### config.mk
export PLATFORM = sky130hd
export DESIGN_NAME = char_cell_typer_flat
export DESIGN_NICKNAME = d
export VERILOG_FILES = /design/src/rtl/char_cell_typer_pkg.sv /design/src/rtl/char_cell_typer_if.sv /design/src/rtl/char_cell_typer_addr.sv /design/src/rtl/char_cell_typer.sv /design/src/flat_wrapper.sv
export SDC_FILE = /design/constraint.sdc
export NUM_CORES = 1
export LEC_CHECK = 0
export ABC_AREA = 1
export CORE_UTILIZATION = 52
export CTS_CLUSTER_DIAMETER = 30
export CTS_CLUSTER_SIZE = 28
export DETAILED_ROUTE_END_ITERATION = 7
export MAX_ROUTING_LAYER = met4
export PLACE_DENSITY = 0.81
export SYNTH_ARGS = -nofsm -noshare
export SYNTH_HDL_FRONTEND = slang
export SYNTH_SLANG_ARGS = --single-unit
### constraint.sdc
create_clock -name clock -period 1.7 [get_ports clock]
set_input_delay 0.34 -clock clock [delete_from_list [all_inputs] [get_ports clock]]
set_output_delay 0.34 -clock clock [all_outputs]
set_load 0.01 [all_outputs]
### src/rtl/char_cell_typer_pkg.sv
// Shared constants, FSM encoding and pixel helper for the character-cell typer.
// The package is named typer_pkg and is imported by every typer source file.
package typer_pkg;

  localparam int GLYPH_W = 8;
  localparam int GLYPH_H = 8;
  localparam int COLS    = 80;
  localparam int ROWS    = 60;
  localparam int CELLS   = 4800;
  localparam int IDX_W   = 13;
  localparam int ADDR_W  = 19;
  localparam int PIX_W   = 3;
  localparam int FADDR_W = 11;

  typedef enum logic [2:0] {
    ST_IDLE  = 3'd0,
    ST_FETCH = 3'd1,
    ST_LOAD  = 3'd2,
    ST_WRITE = 3'd3,
    ST_DONE  = 3'd4
  } typer_state_t;

  function automatic logic [PIX_W-1:0] pixel_colour(input logic             glyph_bit,
                                                    input logic [PIX_W-1:0] fg,
                                                    input logic [PIX_W-1:0] bg);
    return glyph_bit ? fg : bg;
  endfunction

endpackage

### src/rtl/char_cell_typer_if.sv
// Request, font-ROM and framebuffer-write bundle of the character-cell typer.
// master = sequencer/ROM/RAM side, slave = the typer itself.
interface char_cell_typer_if;
  import typer_pkg::*;

  logic                 start;
  logic [IDX_W-1:0]     cell_index;
  logic [7:0]           char_code;
  logic                 busy;
  logic                 done;
  logic [FADDR_W-1:0]   font_addr;
  logic [7:0]           font_row;
  logic [ADDR_W-1:0]    mem_waddr;
  logic [PIX_W-1:0]     mem_wdata;
  logic                 mem_wenable;

  modport master (
    output start, cell_index, char_code, font_row,
    input  busy, done, font_addr, mem_waddr, mem_wdata, mem_wenable
  );

  modport slave (
    input  start, cell_index, char_code, font_row,
    output busy, done, font_addr, mem_waddr, mem_wdata, mem_wenable
  );

endinterface

### src/rtl/char_cell_typer_addr.sv
// Registered linear cell index -> top-left pixel address of the 8x8 cell.
// Division by 80 is done as (idx>>4)/5 with the reciprocal 205/1024, exact for idx < 8192.
module cell_to_pixel_addr
  import typer_pkg::*;
(
  input  logic              clock,
  input  logic              reset_n,
  input  logic              load,
  input  logic [IDX_W-1:0]  cell_index,
  output logic [ADDR_W-1:0] base_addr
);

  logic [8:0]        blk_s;
  logic [17:0]       prod_s;
  logic [6:0]        cell_row_s;
  logic [IDX_W-1:0]  row_x80_s;
  logic [IDX_W-1:0]  cell_col_s;
  logic [ADDR_W-1:0] base_d;
  logic [ADDR_W-1:0] base_q;

  // Row = idx/80, col = idx%80, base = row*5120 + col*8 using shifts and adds only.
  always_comb begin
    blk_s      = 9'(cell_index >> 4);
    prod_s     = ({9'd0, blk_s} << 7) + ({9'd0, blk_s} << 6) + ({9'd0, blk_s} << 3)
               + ({9'd0, blk_s} << 2) + {9'd0, blk_s};
    cell_row_s = 7'(prod_s >> 10);
    row_x80_s  = ({6'd0, cell_row_s} << 6) + ({6'd0, cell_row_s} << 4);
    cell_col_s = cell_index - row_x80_s;
    if (load) begin
      base_d = ({12'd0, cell_row_s} << 12) + ({12'd0, cell_row_s} << 10)
             + ({6'd0, cell_col_s} << 3);
    end else begin
      base_d = base_q;
    end
  end

  // Base address register, captured when a request is accepted.
  always_ff @(posedge clock or negedge reset_n) begin
    if (!reset_n) begin
      base_q <= 19'd0;
    end else begin
      base_q <= base_d;
    end
  end

  assign base_addr = base_q;

endmodule

### src/rtl/char_cell_typer.sv
// Character-cell typer: renders one 8x8 glyph into a 640x480 3-bpp framebuffer.
// Define TYPER_TRANSPARENT_BG_EN to suppress writes of background (glyph bit 0) pixels.
module char_cell_typer
  import typer_pkg::*;
#(
  parameter int               SCREEN_W = 640,
  parameter int               SCREEN_H = 480,
  parameter logic [PIX_W-1:0] FG_COLOR = 3'b111,
  parameter logic [PIX_W-1:0] BG_COLOR = 3'b000
) (
  input logic              clock,
  input logic              reset_n,
  char_cell_typer_if.slave bus
);

  localparam logic [ADDR_W-1:0] ROW_STEP   = ADDR_W'(SCREEN_W);
  localparam logic [IDX_W-1:0]  CELL_LIMIT = IDX_W'((SCREEN_W / GLYPH_W) * (SCREEN_H / GLYPH_H));
`ifdef TYPER_TRANSPARENT_BG_EN
  localparam logic TRANSPARENT_BG = 1'b1;
`else
  localparam logic TRANSPARENT_BG = 1'b0;
`endif

  typer_state_t       state_q, state_d;
  logic [2:0]         row_q, row_d;
  logic [2:0]         col_q, col_d;
  logic [7:0]         char_q, char_d;
  logic [7:0]         shift_q, shift_d;
  logic [ADDR_W-1:0]  row_addr_q, row_addr_d;
  logic               busy_q, busy_d;
  logic               done_q, done_d;
  logic [FADDR_W-1:0] font_addr_q, font_addr_d;
  logic [ADDR_W-1:0]  mem_waddr_q, mem_waddr_d;
  logic [PIX_W-1:0]   mem_wdata_q, mem_wdata_d;
  logic               mem_wenable_q, mem_wenable_d;
  logic               accept_s;
  logic               index_ok_s;
  logic [ADDR_W-1:0]  base_s;

  // The done cycle doubles as an idle cycle so back-to-back characters lose no time.
  assign accept_s   = ((state_q == ST_IDLE) || (state_q == ST_DONE)) && bus.start;
  assign index_ok_s = (bus.cell_index < CELL_LIMIT);

  cell_to_pixel_addr u_addr (
    .clock      (clock),
    .reset_n    (reset_n),
    .load       (accept_s),
    .cell_index (bus.cell_index),
    .base_addr  (base_s)
  );

  // Next-state and next-output logic; each row is FETCH, LOAD, then eight WRITE cycles.
  always_comb begin
    state_d       = state_q;
    row_d         = row_q;
    col_d         = col_q;
    char_d        = char_q;
    shift_d       = shift_q;
    row_addr_d    = row_addr_q;
    busy_d        = busy_q;
    done_d        = 1'b0;
    font_addr_d   = font_addr_q;
    mem_waddr_d   = mem_waddr_q;
    mem_wdata_d   = mem_wdata_q;
    mem_wenable_d = 1'b0;
    case (state_q)
      ST_IDLE, ST_DONE: begin
        if (accept_s) begin
          char_d = bus.char_code;
          row_d  = 3'd0;
          col_d  = 3'd0;
          if (index_ok_s) begin
            state_d     = ST_FETCH;
            busy_d      = 1'b1;
            font_addr_d = {bus.char_code, 3'd0};
          end else begin
            state_d = ST_DONE;
            busy_d  = 1'b0;
            done_d  = 1'b1;
          end
        end else begin
          state_d = ST_IDLE;
        end
      end
      ST_FETCH: begin
        state_d = ST_LOAD;
        if (row_q == 3'd0) begin
          row_addr_d = base_s;
        end else begin
          row_addr_d = row_addr_q + ROW_STEP;
        end
      end
      ST_LOAD: begin
        state_d       = ST_WRITE;
        col_d         = 3'd0;
        shift_d       = {bus.font_row[6:0], 1'b0};
        mem_waddr_d   = row_addr_q;
        mem_wdata_d   = pixel_colour(bus.font_row[7], FG_COLOR, BG_COLOR);
        mem_wenable_d = bus.font_row[7] | ~TRANSPARENT_BG;
      end
      ST_WRITE: begin
        if (col_q != 3'd7) begin
          col_d         = col_q + 3'd1;
          shift_d       = {shift_q[6:0], 1'b0};
          mem_waddr_d   = row_addr_q + {16'd0, col_q + 3'd1};
          mem_wdata_d   = pixel_colour(shift_q[7], FG_COLOR, BG_COLOR);
          mem_wenable_d = shift_q[7] | ~TRANSPARENT_BG;
        end else if (row_q != 3'd7) begin
          row_d       = row_q + 3'd1;
          font_addr_d = {char_q, row_q + 3'd1};
          state_d     = ST_FETCH;
        end else begin
          state_d = ST_DONE;
          busy_d  = 1'b0;
          done_d  = 1'b1;
        end
      end
      default: begin
        state_d = ST_IDLE;
        busy_d  = 1'b0;
      end
    endcase
  end

  // State, datapath and output registers.
  always_ff @(posedge clock or negedge reset_n) begin
    if (!reset_n) begin
      state_q       <= ST_IDLE;
      row_q         <= 3'd0;
      col_q         <= 3'd0;
      char_q        <= 8'd0;
      shift_q       <= 8'd0;
      row_addr_q    <= 19'd0;
      busy_q        <= 1'b0;
      done_q        <= 1'b0;
      font_addr_q   <= 11'd0;
      mem_waddr_q   <= 19'd0;
      mem_wdata_q   <= 3'd0;
      mem_wenable_q <= 1'b0;
    end else begin
      state_q       <= state_d;
      row_q         <= row_d;
      col_q         <= col_d;
      char_q        <= char_d;
      shift_q       <= shift_d;
      row_addr_q    <= row_addr_d;
      busy_q        <= busy_d;
      done_q        <= done_d;
      font_addr_q   <= font_addr_d;
      mem_waddr_q   <= mem_waddr_d;
      mem_wdata_q   <= mem_wdata_d;
      mem_wenable_q <= mem_wenable_d;
    end
  end

  assign bus.busy        = busy_q;
  assign bus.done        = done_q;
  assign bus.font_addr   = font_addr_q;
  assign bus.mem_waddr   = mem_waddr_q;
  assign bus.mem_wdata   = mem_wdata_q;
  assign bus.mem_wenable = mem_wenable_q;

endmodule

### src/flat_wrapper.sv
// flat-port wrapper written by rule: the top's interface ports become plain ports
module char_cell_typer_flat import typer_pkg::*;
#(
  parameter int               SCREEN_W = 640,
  parameter int               SCREEN_H = 480,
  parameter logic [PIX_W-1:0] FG_COLOR = 3'b111,
  parameter logic [PIX_W-1:0] BG_COLOR = 3'b000
)
  (clock, reset_n, bus_start, bus_cell_index, bus_char_code, bus_font_row, bus_busy, bus_done, bus_font_addr, bus_mem_waddr, bus_mem_wdata, bus_mem_wenable);
  char_cell_typer_if bus_i ();
  input logic clock;
  input logic reset_n;
  input wire logic [$bits(bus_i.start)-1:0] bus_start;
  input wire logic [$bits(bus_i.cell_index)-1:0] bus_cell_index;
  input wire logic [$bits(bus_i.char_code)-1:0] bus_char_code;
  input wire logic [$bits(bus_i.font_row)-1:0] bus_font_row;
  output wire logic [$bits(bus_i.busy)-1:0] bus_busy;
  output wire logic [$bits(bus_i.done)-1:0] bus_done;
  output wire logic [$bits(bus_i.font_addr)-1:0] bus_font_addr;
  output wire logic [$bits(bus_i.mem_waddr)-1:0] bus_mem_waddr;
  output wire logic [$bits(bus_i.mem_wdata)-1:0] bus_mem_wdata;
  output wire logic [$bits(bus_i.mem_wenable)-1:0] bus_mem_wenable;
  assign bus_i.start = bus_start;
  assign bus_i.cell_index = bus_cell_index;
  assign bus_i.char_code = bus_char_code;
  assign bus_i.font_row = bus_font_row;
  assign bus_busy = bus_i.busy;
  assign bus_done = bus_i.done;
  assign bus_font_addr = bus_i.font_addr;
  assign bus_mem_waddr = bus_i.mem_waddr;
  assign bus_mem_wdata = bus_i.mem_wdata;
  assign bus_mem_wenable = bus_i.mem_wenable;
  char_cell_typer #(.SCREEN_W(SCREEN_W), .SCREEN_H(SCREEN_H), .FG_COLOR(FG_COLOR), .BG_COLOR(BG_COLOR)) u_core (.clock(clock), .reset_n(reset_n), .bus(bus_i));
endmodule
Word-level counts from Yosys, hierarchy flattened
Index checks and enable logic that the tools add are counted.
{ "classes": {"n_reduce_logical": 15, "magnitude_cmp": 1, "mux": 37, "n_addsub": 12, "bitwise": 1, "n_eq_ne": 12} }
{ "ops": {"columns": ["operator", "n"], "rows": [
  ["$mux W11", 4],
  ["$mux W19", 2],
  ["$pmux W19 S2", 1],
  ["$mux W3", 11],
  ["$pmux W11 S2", 1],
  ["$add A19 B10 Y19 const B", 1],
  ["$add A19 B16 Y19", 1],
  ["$add A19 B17 Y19", 1],
  ["$add A19 B3 Y19", 1],
  ["$add A16 B15 Y17", 1],
  ["$add A17 B11 Y17", 1],
  ["$add A17 B12 Y17", 1],
  ["$add A17 B9 Y17", 1],
  ["$pmux W8 S2", 1],
  ["$add A13 B11 Y13", 1],
  ["$lt A13 B13 Y1 const B", 1],
  ["$sub A13 B13 Y13", 1],
  ["$pmux W3 S2", 2],
  ["$pmux W3 S4", 1],
  ["$mux W1", 9],
  ["$pmux W3 S3", 1],
  ["$mux W8", 1],
  ["$ne A2 B1 Y1 const B", 4],
  ["$reduce_and A4 Y1", 2],
  ["other kinds (18)", 27]
]} }
{ "word_totals": {"regBits": 99, "wordCells": 91, "inputBits": 32, "output_inout_bits": 36} }

Depth between registers and ports, before layout
Gate-level depths: netlist (run 1).
{ "depth": {"word_depth": 7, "depth_mapped": 39} }

Hierarchy
Synthesis (run 1) repeated with hierarchy kept, for this count alone.
{ "hier_totals": {"cells_unflattened": 890, "hier_area_um2": 6845.3} }
{ "by_module_without_submodules": {"columns": ["module", "area_each_um2", "cells_each", "n_inst", "seq_area_each_um2"], "rows": [
  ["char_cell_typer", 4055.1, 521, 1, 1926.8],
  ["cell_to_pixel_addr", 2790.2, 369, 1, 400.4]
]} }

Worst setup path after synthesis (run 1)
No wires, ideal clock.
{ "synth_timing": {"kind": "input -> register", "startpoint": "input port bus_cell_index[4]", "endpoint": "register u_core.u_addr.base_q[17] (netlist: u_core.u_addr.base_addr[17])", "arrival_time_ns": 6.118, "setup_time_ns": 0.065, "t_required_ns": 1.635, "stages": 35, "n_path_buf": 0, "path_slack_ns": -4.483, "path_cell_list": "inv_1 fa_1 inv_1 fa_1 fa_1 ha_1 nand2_1 o21ai_1 inv_1 o21ai_0 xor2_1 fa_1 inv_1 ha_1 o21ai_1 nand2_1 nand2_1 nand2_1 nand2_1 nand2_1 nand2_1 nand2_1 a21oi_1 xor2_1 fa_1 inv_1 ha_1 a21oi_1 nand2_1 nand2_1 nand2_1 a21oi_1 nand3b_1 nand3_1 nand2_1"} }
{ "synth_between": {"elab_chain_cells": 7} }
{ "synth_lines": {"columns": ["element", "line", "text"], "rows": [
  ["start: declaration", "flat_wrapper.sv:14", "input wire logic [$bits(bus_i.cell_index)-1:0] bus_cell_index;"],
  ["$add A16 B15 Y17", "char_cell_typer_addr.sv:24", "prod_s = ({9'd0, blk_s} << 7) + ({9'd0, blk_s} << 6) + ({9'd0, blk_s} << 3)"],
  ["$add A17 B12 Y17", "char_cell_typer_addr.sv:24", null],
  ["$add A17 B11 Y17", "char_cell_typer_addr.sv:25", "+ ({9'd0, blk_s} << 2) + {9'd0, blk_s};"],
  ["$add A17 B9 Y17", "char_cell_typer_addr.sv:25", null],
  ["$add A13 B11 Y13", "char_cell_typer_addr.sv:27", "row_x80_s = ({6'd0, cell_row_s} << 6) + ({6'd0, cell_row_s} << 4);"],
  ["$sub A13 B13 Y13", "char_cell_typer_addr.sv:28", "cell_col_s = cell_index - row_x80_s;"],
  ["$add A19 B16 Y19 *", "char_cell_typer_addr.sv:31", "+ ({6'd0, cell_col_s} << 3);"],
  ["end signal: assignment", "char_cell_typer_addr.sv:42", "base_q <= base_d;"],
  ["end: declaration", "char_cell_typer_addr.sv:19", "logic [ADDR_W-1:0] base_q;"]
]} }
Every way passes the cells marked *; elsewhere a longest branch is shown, timed or not.
A chain may end at the register's enable or synchronous reset.

Worst setup path in the final report (run 1)
{ "layout_timing": {"startpoint": "input port bus_cell_index[5]", "endpoint": "register u_core.u_addr.base_q[17] (netlist: u_core.u_addr.base_addr[17])"} }
The elaborated chain is that of the path after synthesis.

==> reports/summary.json, run 1 <==
{
  "failing_checks": {"value": "design-rule violations, negative setup slack"},
  "syn-cell-area": {"value": 0.00626, "unit": "mm²"},
  "grt_pass1_vias": {"value": 6330},
  "remaining_drc_errors": {"value": 7},
  "synth_enable_flop_cells": {"value": 0},
  "max_fclk": {"value": 0.159, "unit": "GHz"},
  "antenna_found_initial": {"value": 0},
  "routedWlPerCell": {"value": 17.1, "unit": "µm"},
  "layout_min_cycle_time": {"value": 6.27, "unit": "ns"},
  "fill_cells": {"value": 700},
  "worst_clock_skew": {"value": 0.00696, "unit": "ns"},
  "clock_insertion_delay_worst_skew": {"value": 0.34, "unit": "ns"},
  "netlist_top_cells_area": {"value": "sky130_fd_sc_hd__dfrtp_1, sky130_fd_sc_hd__nand2_1, sky130_fd_sc_hd__ha_1"},
  "die_height": {"value": 112, "unit": "µm"},
  "avgViaCountPerCell": {"value": 5.55},
  "timing.critical_path.fanout_max": {"value": 4},
  "placement_rows": {"value": 39},
  "synth_top_cell_area_share": {"value": 35.9, "unit": "%"},
  "global_router_s_overall_resource_usage": {"value": 29.9, "unit": "%"},
  "grt_start_max_net_pins": {"value": 53},
  "avg_synthesized_cell_area": {"value": 8.20, "unit": "µm²"},
  "regToRegSetupSlack": {"value": 0.03, "unit": "ns"},
  "mappedNetlistNets": {"value": 884},
  "fp.coreArea": {"value": 0.0116, "unit": "mm²"},
  "ys_seq_area_share": {"value": 35.9, "unit": "%"},
  "crit_required": {"value": 1.98, "unit": "ns"},
  "synth_top_area_cell": {"value": "sky130_fd_sc_hd__dfrtp_1"},
  "async_reset_ff_share": {"value": 100, "unit": "%"},
  "crit_path_start": {"value": "bus_cell_index[5]"},
  "final_common_cell": {"value": "sky130_fd_sc_hd__nand2_1"},
  "r2r-start": {"value": "u_core.col_q[1]$_DFFE_PN0P_"},
  "detail_route.iter0.violations": {"value": 454},
  "outcome": {"value": "finished with violations"},
  "clkSlewWorstSetupHoldPaths": {"value": 0.07, "unit": "ns"},
  "critical_path_class": {"value": "input port to flop"},
  "clk_path_buf_depth": {"value": 2},
  "setup.worst_path.end": {"value": "u_core.u_addr.base_addr[17]$_DFFE_PN0P_"},
  "cts-root-buf": {"value": "sky130_fd_sc_hd__clkbuf_16"},
  "mostFrequentLayoutCells": {"value": "sky130_fd_sc_hd__nand2_1, sky130_fd_sc_hd__buf_4, sky130_fd_sc_hd__dfrtp_1"},
  "min-delay-path-class": {"value": "input port to async pin"},
  "setup_viol_count_final": {"value": 12},
  "number_of_endpoints_with_negative_hold_slack_in_the_final_report": {"value": 0},
  "cts.htree.levels": {"value": 3},
  "layout-area-overhead-vs-synth": {"value": 42.6, "unit": "%"},
  "yosys_warnings": {"value": 0},
  "timing.critical_path.slowest_cell_delay": {"value": 0.54, "unit": "ns"},
  "grt_pass1_wl": {"value": 28800, "unit": "µm"},
  "syn-instance-count": {"value": 764},
  "initial_utilization": {"value": 54.2, "unit": "%"},
  "path_depth_of_the_worst_reg2reg_path": {"value": 8},
  "slew_viol_final": {"value": 0},
  "wire_length_reported_by_the_detailed_router": {"value": 18700, "unit": "µm"},
  "grt_remaining_overflow": {"value": 0},
  "startpoint_type": {"value": "input port"},
  "rsz_0062_raised_after_global_routing": {"value": "yes"},
  "cp_data_arrival_time": {"value": 6.55, "unit": "ns"},
  "global_placer_s_final_weighted_congestion": {"value": 0.904},
  "cp_common_cell": {"value": "sky130_fd_sc_hd__nand2_2"},
  "tritoncts_clock_tree": {"value": "built"},
  "design.final.nets": {"value": 1069},
  "hold-worst-slack": {"value": 0.438, "unit": "ns"},
  "port_buffers": {"value": 67},
  "final_layout_size_suffix_gt1_share": {"value": 28.6, "unit": "%"},
  "antennaDiodeCount": {"value": 0},
  "postSynth.topFlopCell": {"value": "sky130_fd_sc_hd__dfrtp_1"},
  "die_x": {"value": 112, "unit": "µm"},
  "postLayoutSetupSlackWorst": {"value": -4.57, "unit": "ns"},
  "yosysUniqueCellTypes": {"value": 40},
  "cp-end-kind": {"value": "flop"},
  "ios": {"value": 68},
  "max_cap_violations": {"value": 0},
  "final_antenna_net_count": {"value": 0},
  "worstReg2RegEnd": {"value": "u_core.bus.font_addr[8]$_DFFE_PN0P_"},
  "cts_num_sinks": {"value": 90},
  "floorplan.die_area": {"value": 0.0125, "unit": "mm²"},
  "post-route-period-util": {"value": 369, "unit": "%"},
  "drt_first_pass_iters": {"value": 8},
  "dp_hpwl": {"value": 11900, "unit": "µm"},
  "slowest_stage": {"value": "sky130_fd_sc_hd__fa_1"},
  "tritoncts.num_buffers": {"value": 9},
  "postSynthRegisterBits": {"value": 90},
  "vias": {"value": 6092}
}
-- logic make-up after synthesis --
logic type	count (synthesis)	synth area share [%]
and+or+nand+nor	312	21.0
buffers and inverters	138	8.77
AOI/OAI and AO/OA	114	10.7
DFF	90	35.9
adders and majority gates	88	20.6
xor gates and xnor gates	21	2.94
other	1	0.0599
-- state kept, by name, indices dropped and copies added, names as in the netlist, 3 cells and up --
name / cells
u_core.bus.font_addr: 11
u_core.row_q: 3
u_core.shift_q: 7
u_core.char_q: 8
u_core.state_q: 3
u_core.col_q: 3
u_core.row_addr_q: 16
u_core.bus.mem_waddr: 19
u_core.u_addr.base_addr: 16
-- how the worst min path moves through the flow --
stage,startpoint,end,slack [ns],cells after the start
6_report,reset_n,u_core.shift_q[5]$_DFFE_PN0P_,0.44,2
5_1_grt,reset_n,u_core.shift_q[4]$_DFFE_PN0P_,0.47,2
4_1_cts,reset_n,u_core.shift_q[5]$_DFFE_PN0P_,0.44,2
3_5_place_dp,reset_n,u_core.shift_q[5]$_DFFE_PN0P_,0.26,1
3_3_place_gp,reset_n,u_core.shift_q[4]$_DFFE_PN0P_,0.25,1
2_1_floorplan,reset_n,u_core.bus.busy$_DFFE_PN0P_,0.04,0
-- stage by stage --
stage,worst slack [ns],util (%),TNS [ns],std cells,area [µm²]
6_report,-4.57,77.2,-44.00,1097,8930
5_1_grt,-4.75,77.2,-45.71,1097,8930
4_1_cts,-4.14,75.4,-40.70,1085,8720
3_5_place_dp,-5.27,67.7,-60.26,1038,7830
3_3_place_gp,-4.97,67.7,-57.66,1038,7830
2_1_floorplan,-4.22,-,-39.71,764,6440
-- what timing repair did --
item,CTS,global route
pin swaps,72,48
hold endpoints to repair,20,0
setup buffers,33,13
setup endpoints to repair,38,54
resized for setup,120,33
hold buffers,1,0
cloned,1,0
-- synthesized netlist by cell type (9+ instances only) --
| cell | number |
|---|---|
| sky130_fd_sc_hd__xor2_1 | 13 |
| sky130_fd_sc_hd__o21ai_1 | 27 |
| sky130_fd_sc_hd__ha_1 | 63 |
| sky130_fd_sc_hd__inv_1 | 110 |
| sky130_fd_sc_hd__o211ai_1 | 9 |
| sky130_fd_sc_hd__fa_1 | 25 |
| sky130_fd_sc_hd__a21oi_1 | 18 |
| sky130_fd_sc_hd__nand2_1 | 215 |
| sky130_fd_sc_hd__o21ai_0 | 27 |
| sky130_fd_sc_hd__nand3_1 | 27 |
| sky130_fd_sc_hd__dfrtp_1 | 90 |
| sky130_fd_sc_hd__nor2_1 | 43 |
| sky130_fd_sc_hd__a31oi_1 | 12 |
-- critical path: cells and delay by family --
kind                       cells  cell delay (ns)
xor gates and xnor gates       2             0.46
AOI/OAI and AO/OA              6             0.83
adders and majority gates      8             3.27
and+or+nand+nor               14             1.18
buffers and inverters          6             0.46
-- layout make-up --
class	count	area (µm²)	share of cell area, %
tap	143	179	2.00
clock buffer	10	229	2.56
inverter	118	465	5.21
multi-input combinational	537	4070	45.6
clock inverter	6	65.1	0.728
timing repair buffer	193	1670	18.7
sequential	90	2250	25.2
-- layer usage --
metal  GRT usage (%)  vias to the layer above  routed length, µm
li1                -                     2821                  -
met1            31.7                     2894               6850
met2            54.0                      267               9840
met3            3.38                      110                861
met4            16.8                        0               1160
met5               -                        -                  0
Power of run 1 is not shown: default switching activity piles up to over one toggle a cycle in this logic, so the estimate is an artifact.
==> run 2, diff against run 1 <==
- CORE_UTILIZATION: 52 -> 58
- PLACE_DENSITY: 0.81 -> 0.86
- clock period: 1.7 -> 6.5 ns (I/O delays scaled with it)
==> run 2 against run 1 <==
The flow finishes with violations (negative setup slack). Register-to-register slack gained 3.8 ns. Worst setup slack gained 3.9 ns. Wire length shrank 4.1%. Count of clock-buffer cells in the layout is the same. Non-clock buffer count shrank 35. Largest cell class unchanged. Die area shrank 10%. Global-route usage grew 2.6 points. Via count shrank 2.0%. Clock skew grew 0.00070 ns. Critical endpoint is now u_core.u_addr.base_addr[18]$_DFFE_PN0P_.
==> reports/summary.json, run 2 (synthesis results as in run 1) <==
{
  "post-route-cell-area": {"value": 0.00845, "unit": "mm²", "change": "-5.4%"},
  "failing_checks": {"value": "negative setup slack"},
  "clkSlewWorstSetupHoldPaths": {"value": 0.09, "unit": "ns", "change": "+0.02 ns"},
  "detail_route.iter0.violations": {"value": 495, "change": "+9.0%"},
  "antennaDiodeCount": {"value": 0, "change": "unchanged"},
  "drt_first_pass_iters": {"value": 5, "change": "-3"},
  "setup_viol_count_final": {"value": 6, "change": "-6"},
  "placement_rows": {"value": 37, "change": "-5.1%"},
  "startpoint_type": {"value": "input port"},
  "placement.setup.worst_slack": {"value": -1.35, "unit": "ns", "change": "+3.92 ns"},
  "ios": {"value": 68, "change": "unchanged"},
  "layout_min_cycle_time": {"value": 7.16, "unit": "ns"},
  "avgViaCountPerCell": {"value": 5.67, "change": "+2.0%"},
  "global_router_s_overall_resource_usage": {"value": 32.5, "unit": "%", "change": "+2.6 points"},
  "postLayoutSetupSlackWorst": {"value": -0.659, "unit": "ns", "change": "+3.91 ns"},
  "dp_hpwl": {"value": 11700, "unit": "µm", "change": "-1.7%"},
  "cts.htree.levels": {"value": 3, "change": "unchanged"},
  "final_antenna_net_count": {"value": 0, "change": "unchanged"},
  "die_height": {"value": 106, "unit": "µm", "change": "-5.2%"},
  "remaining_drc_errors": {"value": 0, "change": "-7"},
  "relSlewSlack": {"value": 47.7, "unit": "%"},
  "place_area": {"value": 0.00762, "unit": "mm²", "change": "-2.7%"},
  "max_fclk": {"value": 0.140, "unit": "GHz"},
  "layout-area-overhead-vs-synth": {"value": 34.9, "unit": "%"},
  "worst_pin_slew": {"value": 0.781, "unit": "ns"},
  "final-instance-count-excl-fill": {"value": 1054, "change": "-3.9%"},
  "number_of_endpoints_with_negative_hold_slack_in_the_final_report": {"value": 0, "change": "unchanged"},
  "clock_insertion_delay_worst_skew": {"value": 0.38, "unit": "ns", "change": "+0.04 ns"},
  "fp.coreArea": {"value": 0.0104, "unit": "mm²", "change": "-9.9%"},
  "timing.critical_path.slowest_cell_delay": {"value": 0.54, "unit": "ns", "change": "about the same"},
  "mostFrequentLayoutCells": {"value": "sky130_fd_sc_hd__nand2_1, sky130_fd_sc_hd__inv_1, sky130_fd_sc_hd__dfrtp_1"},
  "slowest_stage": {"value": "sky130_fd_sc_hd__fa_1"},
  "cts_stage_hold_buffer_count": {"value": 0, "change": "-1"},
  "rsz_0062_raised_after_global_routing": {"value": "yes"},
  "vias": {"value": 5972, "change": "-2.0%"},
  "die_x": {"value": 106, "unit": "µm", "change": "-5.2%"},
  "timing.critical_path.fanout_max": {"value": 4, "change": "unchanged"},
  "grt_pass1_wl": {"value": 27800, "unit": "µm", "change": "-3.5%"},
  "grt_start_max_net_pins": {"value": 54, "change": "+1.9%"},
  "final_layout_size_suffix_gt1_share": {"value": 24.7, "unit": "%", "change": "-3.9 points"},
  "outcome": {"value": "finished with violations"},
  "post-route-period-util": {"value": 110, "unit": "%"},
  "worst_clock_skew": {"value": 0.00766, "unit": "ns", "change": "+0.000704 ns"},
  "port_buffers": {"value": 67, "change": "unchanged"},
  "routedWlPerCell": {"value": 17.0, "unit": "µm", "change": "-0.23%"},
  "initial_utilization": {"value": 60.1, "unit": "%", "change": "+6.0 points"},
  "slew_viol_final": {"value": 0, "change": "unchanged"},
  "largest_register_ff_count": {"value": 19, "change": "unchanged"},
  "final_common_cell": {"value": "sky130_fd_sc_hd__nand2_1"},
  "cp_data_arrival_time": {"value": 7.43, "unit": "ns", "change": "+0.88 ns"},
  "global_placer_s_final_weighted_congestion": {"value": 0.875, "change": "-3.3%"},
  "clk_path_buf_depth": {"value": 2, "change": "unchanged"},
  "cp_common_cell": {"value": "sky130_fd_sc_hd__nand2_1"},
  "tritoncts_clock_tree": {"value": "built"},
  "floorplan.die_area": {"value": 0.0112, "unit": "mm²", "change": "-10%"},
  "grt_pass1_vias": {"value": 6140, "change": "-3.0%"},
  "cp-end-kind": {"value": "flop"},
  "cts-root-buf": {"value": "sky130_fd_sc_hd__clkbuf_8"},
  "min-delay-path-class": {"value": "flop to flop"},
  "critical_path_class": {"value": "input port to flop"},
  "tritoncts.num_buffers": {"value": 9, "change": "unchanged"},
  "dpl.cell_count": {"value": 1012, "change": "-2.5%"},
  "max_cap_violations": {"value": 0, "change": "unchanged"},
  "antenna_found_initial": {"value": 0, "change": "unchanged"},
  "grt_remaining_overflow": {"value": 0, "change": "unchanged"},
  "wire_length_reported_by_the_detailed_router": {"value": 17900, "unit": "µm", "change": "-4.1%"},
  "cts_num_sinks": {"value": 90, "change": "unchanged"},
  "crit_required": {"value": 6.77, "unit": "ns", "change": "+4.79 ns"},
  "design.final.nets": {"value": 1033, "change": "-3.4%"}
}
## run 2: critical path: cells and delay by family
kind | cells | cell delay [ns]
adders and majority gates | 8 | 3.29
and+or+nand+nor | 17 | 1.67
AOI/OAI and AO/OA | 2 | 0.44
buffers and inverters | 9 | 0.72
## run 2: timing repair
item                       CTS  global route
pin swaps                   45            61
gates resized for setup     74            61
setup endpoints to repair    7             7
setup buffers               28             6
## run 2: cell type report
cell class	instances	area (µm²)
Sequential cell	90	2250
Tap cell	136	170
Fill cell	618	1960
Clock inverter	6	66.3
Inverter	118	458
Clock buffer	10	128
Multi-Input combinational cell	536	3990
Timing Repair Buffer	158	1390
## run 2: path summary, 6_finish.rpt
check | startpoint | endpoint | slack [ns] | cells past startpoint
worst max-delay path | bus_cell_index[5] | u_core.u_addr.base_addr[18]$_DFFE_PN0P_ | -0.66 | 36
worst min-delay path | u_core.u_addr.base_addr[5]$_DFFE_PN0P_ | u_core.u_addr.base_addr[5]$_DFFE_PN0P_ | 0.48 | 2
max in group asynchronous | reset_n | u_core.char_q[7]$_DFFE_PN0P_ | 4.59 | 2
worst max register to register | u_core.state_q[0]$_DFFE_PN0N_ | u_core.row_addr_q[13]$_DFFE_PN0P_ | 3.87 | 7
worst min register to register | u_core.u_addr.base_addr[5]$_DFFE_PN0P_ | u_core.u_addr.base_addr[5]$_DFFE_PN0P_ | 0.48 | 2
min in group asynchronous | reset_n | u_core.row_addr_q[8]$_DFFE_PN0P_ | 0.88 | 1
## run 2: routing by layer
| metal | GRT usage, % | wire, µm |
|---|---|---|
| met2 | 59.9 | 9690 |
| met3 | 4.05 | 739 |
| met5 | - | 0 |
| met1 | 34.5 | 6580 |
| met4 | 15.2 | 926 |
## run 2: stage by stage
step	TNS, ns	hold slack [ns]	utilization (%)
after floorplan	-1.21	0.437	-
after global placement	-5.95	0.455	73.1
after detailed placement	-7.93	0.460	73.1
after CTS	-1.64	0.481	78.8
after global routing	-4.06	0.498	81.2
final	-2.55	0.478	81.2
Power of run 2 is left out for the same reason.
==> run 3, diff against run 2 <==
- CORE_UTILIZATION: 58 -> 60
- PLACE_DENSITY: 0.86 -> 0.88
- clock period: 6.5 -> 9.2 ns (I/O delays scaled with it)
==> run 3 against run 2 <==
The run now ends clean. Via count shrank 11%. Design area decreased by 14%. Core utilization shrank 8.2 points. Hold slack worse by 0.0026 ns. Non-clock buffer count decreased by 85. Wire length fell by 22%. Global-route usage shrank 4.1 points. Worst setup slack better by 1.2 ns. Count of clock-buffer cells in the layout grew 3. Critical endpoint is now u_core.u_addr.base_addr[17]$_DFFE_PN0P_. Largest cell class unchanged.
==> reports/summary.json, run 3 (synthesis results as in run 1) <==
{
  "detail_route.iter0.violations": {"value": 334, "change": "-33%"},
  "initial_utilization": {"value": 62.9, "unit": "%", "change": "+2.8 points"},
  "cp_data_arrival_time": {"value": 9.01, "unit": "ns", "change": "+1.58 ns"},
  "clk_path_buf_depth": {"value": 2, "change": "unchanged"},
  "critical_path_class": {"value": "input port to flop"},
  "holdCritStartpoint": {"value": "u_core.char_q[6]$_DFFE_PN0P_"},
  "final.setup.tns": {"value": 0, "unit": "ns", "change": "+2.55 ns"},
  "place_area": {"value": 0.00704, "unit": "mm²", "change": "-7.6%"},
  "grt_remaining_overflow": {"value": 0, "change": "unchanged"},
  "tritoncts_clock_tree": {"value": "built"},
  "die_height": {"value": 104, "unit": "µm", "change": "-1.7%"},
  "layout_min_cycle_time": {"value": 8.71, "unit": "ns"},
  "routedWlPerCell": {"value": 14.5, "unit": "µm", "change": "-15%"},
  "number_of_endpoints_with_negative_hold_slack_in_the_final_report": {"value": 0, "change": "unchanged"},
  "slowest_stage": {"value": "sky130_fd_sc_hd__clkdlybuf4s50_1"},
  "remaining_drc_errors": {"value": 0, "change": "unchanged"},
  "largest_register_ff_count": {"value": 19, "change": "unchanged"},
  "wire_length_reported_by_the_detailed_router": {"value": 13900, "unit": "µm", "change": "-22%"},
  "cpLargestDelayFamily": {"value": "adder cells"},
  "cts-root-buf": {"value": "sky130_fd_sc_hd__clkbuf_8"},
  "critPathBufInv": {"value": 6, "change": "-3"},
  "worst_clock_skew": {"value": 0.0111, "unit": "ns", "change": "+0.00340 ns"},
  "regToRegSetupSlack": {"value": 6.66, "unit": "ns", "change": "+2.79 ns"},
  "crit_path_start": {"value": "bus_cell_index[8]"},
  "min-delay-path-class": {"value": "flop to flop"},
  "hold_depth": {"value": 2, "change": "unchanged"},
  "layout-area-overhead-vs-synth": {"value": 16.0, "unit": "%"},
  "tritoncts.num_buffers": {"value": 9, "change": "unchanged"},
  "wl_met2": {"value": 7270, "unit": "µm", "change": "-25%"},
  "grt_pass1_vias": {"value": 5337, "change": "-13%"},
  "cp_common_cell": {"value": "sky130_fd_sc_hd__nand2_1"},
  "avgViaCountPerCell": {"value": 5.50, "change": "-2.9%"},
  "setup_viol_count_final": {"value": 0, "change": "-6"},
  "global_placer_s_final_weighted_congestion": {"value": 0.864, "change": "-1.2%"},
  "wl_met3": {"value": 522, "unit": "µm", "change": "-29%"},
  "floorplan.die_area": {"value": 0.0109, "unit": "mm²", "change": "-3.3%"},
  "cts_stage_hold_buffer_count": {"value": 0, "change": "unchanged"},
  "antenna_found_initial": {"value": 0, "change": "unchanged"},
  "clkSlewWorstSetupHoldPaths": {"value": 0.08, "unit": "ns", "change": "about the same"},
  "clock_insertion_delay_worst_skew": {"value": 0.37, "unit": "ns", "change": "about the same"},
  "startpoint_type": {"value": "input port"},
  "final_antenna_net_count": {"value": 0, "change": "unchanged"},
  "port_buffers": {"value": 67, "change": "unchanged"},
  "timing.critical_path.fanout_max": {"value": 5, "change": "+1"},
  "slew_viol_final": {"value": 0, "change": "unchanged"},
  "holdPathEnd": {"value": "u_core.char_q[6]$_DFFE_PN0P_"},
  "timing.critical_path.slowest_cell_delay": {"value": 0.62, "unit": "ns", "change": "+0.08 ns"},
  "crit_required": {"value": 9.50, "unit": "ns", "change": "+2.73 ns"},
  "worst_pin_slew": {"value": 0.760, "unit": "ns", "change": "-0.0214 ns"},
  "post-route-period-util": {"value": 94.7, "unit": "%"},
  "grt_pass1_wl": {"value": 24000, "unit": "µm", "change": "-14%"},
  "path_depth_of_the_worst_reg2reg_path": {"value": 9, "change": "+2"},
  "r2r-start": {"value": "u_core.state_q[2]$_DFFE_PN0N_"},
  "relSlewSlack": {"value": 49.1, "unit": "%", "change": "+1.4 points"},
  "design.final.nets": {"value": 948, "change": "-8.2%"},
  "antennaDiodeCount": {"value": 0, "change": "unchanged"},
  "final_layout_size_suffix_gt1_share": {"value": 4.81, "unit": "%", "change": "-20 points"},
  "dp_hpwl": {"value": 10800, "unit": "µm", "change": "-7.5%"},
  "final_common_cell": {"value": "sky130_fd_sc_hd__nand2_1"},
  "max_fclk": {"value": 0.115, "unit": "GHz"},
  "vias": {"value": 5308, "change": "-11%"},
  "postLayoutCoreUtil": {"value": 73.0, "unit": "%", "change": "-8.2 points"},
  "rsz_0062_raised_after_global_routing": {"value": "no"},
  "max_cap_violations": {"value": 0, "change": "unchanged"},
  "route.top_layer_used": {"value": "met4"},
  "drt_first_pass_iters": {"value": 5, "change": "unchanged"},
  "post-route-cell-area": {"value": 0.00726, "unit": "mm²", "change": "-14%"},
  "global_router_s_overall_resource_usage": {"value": 28.4, "unit": "%", "change": "-4.1 points"},
  "outcome": {"value": "finished clean"},
  "cp-end-kind": {"value": "flop"},
  "worstReg2RegEnd": {"value": "u_core.shift_q[5]$_DFFE_PN0P_"},
  "die_x": {"value": 104, "unit": "µm", "change": "-1.7%"},
  "mostFrequentLayoutCells": {"value": "sky130_fd_sc_hd__nand2_1, sky130_fd_sc_hd__inv_1, sky130_fd_sc_hd__dfrtp_1"},
  "cts.htree.levels": {"value": 3, "change": "unchanged"},
  "grt_start_max_net_pins": {"value": 48, "change": "-11%"},
  "ios": {"value": 68, "change": "unchanged"},
  "placement_rows": {"value": 36, "change": "-2.7%"},
  "met1Wirelength": {"value": 5870, "unit": "µm", "change": "-11%"},
  "fp.coreArea": {"value": 0.00995, "unit": "mm²", "change": "-4.4%"},
  "cts_num_sinks": {"value": 90, "change": "unchanged"}
}
==> run 3: changes by cell type in the layout (fill, tap and decap cells not counted), moves of 12 or more <==
cell / delta
sky130_fd_sc_hd__buf_4: -78
sky130_fd_sc_hd__ha_1: +20
sky130_fd_sc_hd__ha_4: -19
sky130_fd_sc_hd__inv_1: +17
sky130_fd_sc_hd__inv_2: -12
sky130_fd_sc_hd__nand2_1: +20
sky130_fd_sc_hd__nand2_2: -17
==> run 3: area by class of cell <==
| cell class | instances | area, µm² |
|---|---|---|
| fill | 747 | 2690 |
| clock inverter | 2 | 60.1 |
| multi-input combinational | 536 | 3470 |
| tap | 133 | 166 |
| inverter | 118 | 443 |
| timing repair buffer | 73 | 713 |
| sequential | 90 | 2250 |
| clock buffer | 13 | 159 |
==> run 3: per-layer routing <==
metal | track usage [%] | vias to the layer above
met3 | 2.88 | 24
met4 | 11.4 | 0
met5 | - | -
met2 | 50.2 | 149
met1 | 33.3 | 2559
li1 | - | 2576
==> run 3: what timing repair did <==
| item | CTS | global route |
|---|---|---|
| endpoints found under the setup margin | 0 | 2 |
| gates resized for setup | 0 | 1 |
| setup buffers | 0 | 0 |
==> run 3: tightest hold or removal path, cell delays in order (launching register included) <==
cell                      delay, ns
sky130_fd_sc_hd__dfrtp_1       0.35
sky130_fd_sc_hd__nand2_1       0.05
sky130_fd_sc_hd__nand2_1       0.05
==> run 3: worst max path at each step <==
stage | end | slack, ns | cells after the start
finish | u_core.u_addr.base_addr[17]$_DFFE_PN0P_ | 0.49 | 36
global route | u_core.u_addr.base_addr[17]$_DFFE_PN0P_ | 0.05 | 36
CTS | u_core.u_addr.base_addr[17]$_DFFE_PN0P_ | 0.56 | 36
detailed placement | u_core.u_addr.base_addr[17]$_DFFE_PN0P_ | 0.19 | 36
global placement | u_core.u_addr.base_addr[17]$_DFFE_PN0P_ | 0.53 | 36
floorplan | u_core.u_addr.base_addr[17]$_DFFE_PN0P_ | 1.52 | 35
==> run 3: stage by stage <==
stage | setup WS [ns] | hold slack [ns] | std cells
floorplan | 1.52 | 0.437 | 764
global placement | 0.526 | 0.455 | 950
detailed placement | 0.194 | 0.460 | 950
CTS | 0.560 | 0.479 | 965
global route | 0.0466 | 0.502 | 965
finish | 0.492 | 0.475 | 965
Power of run 3 is left out for the same reason.
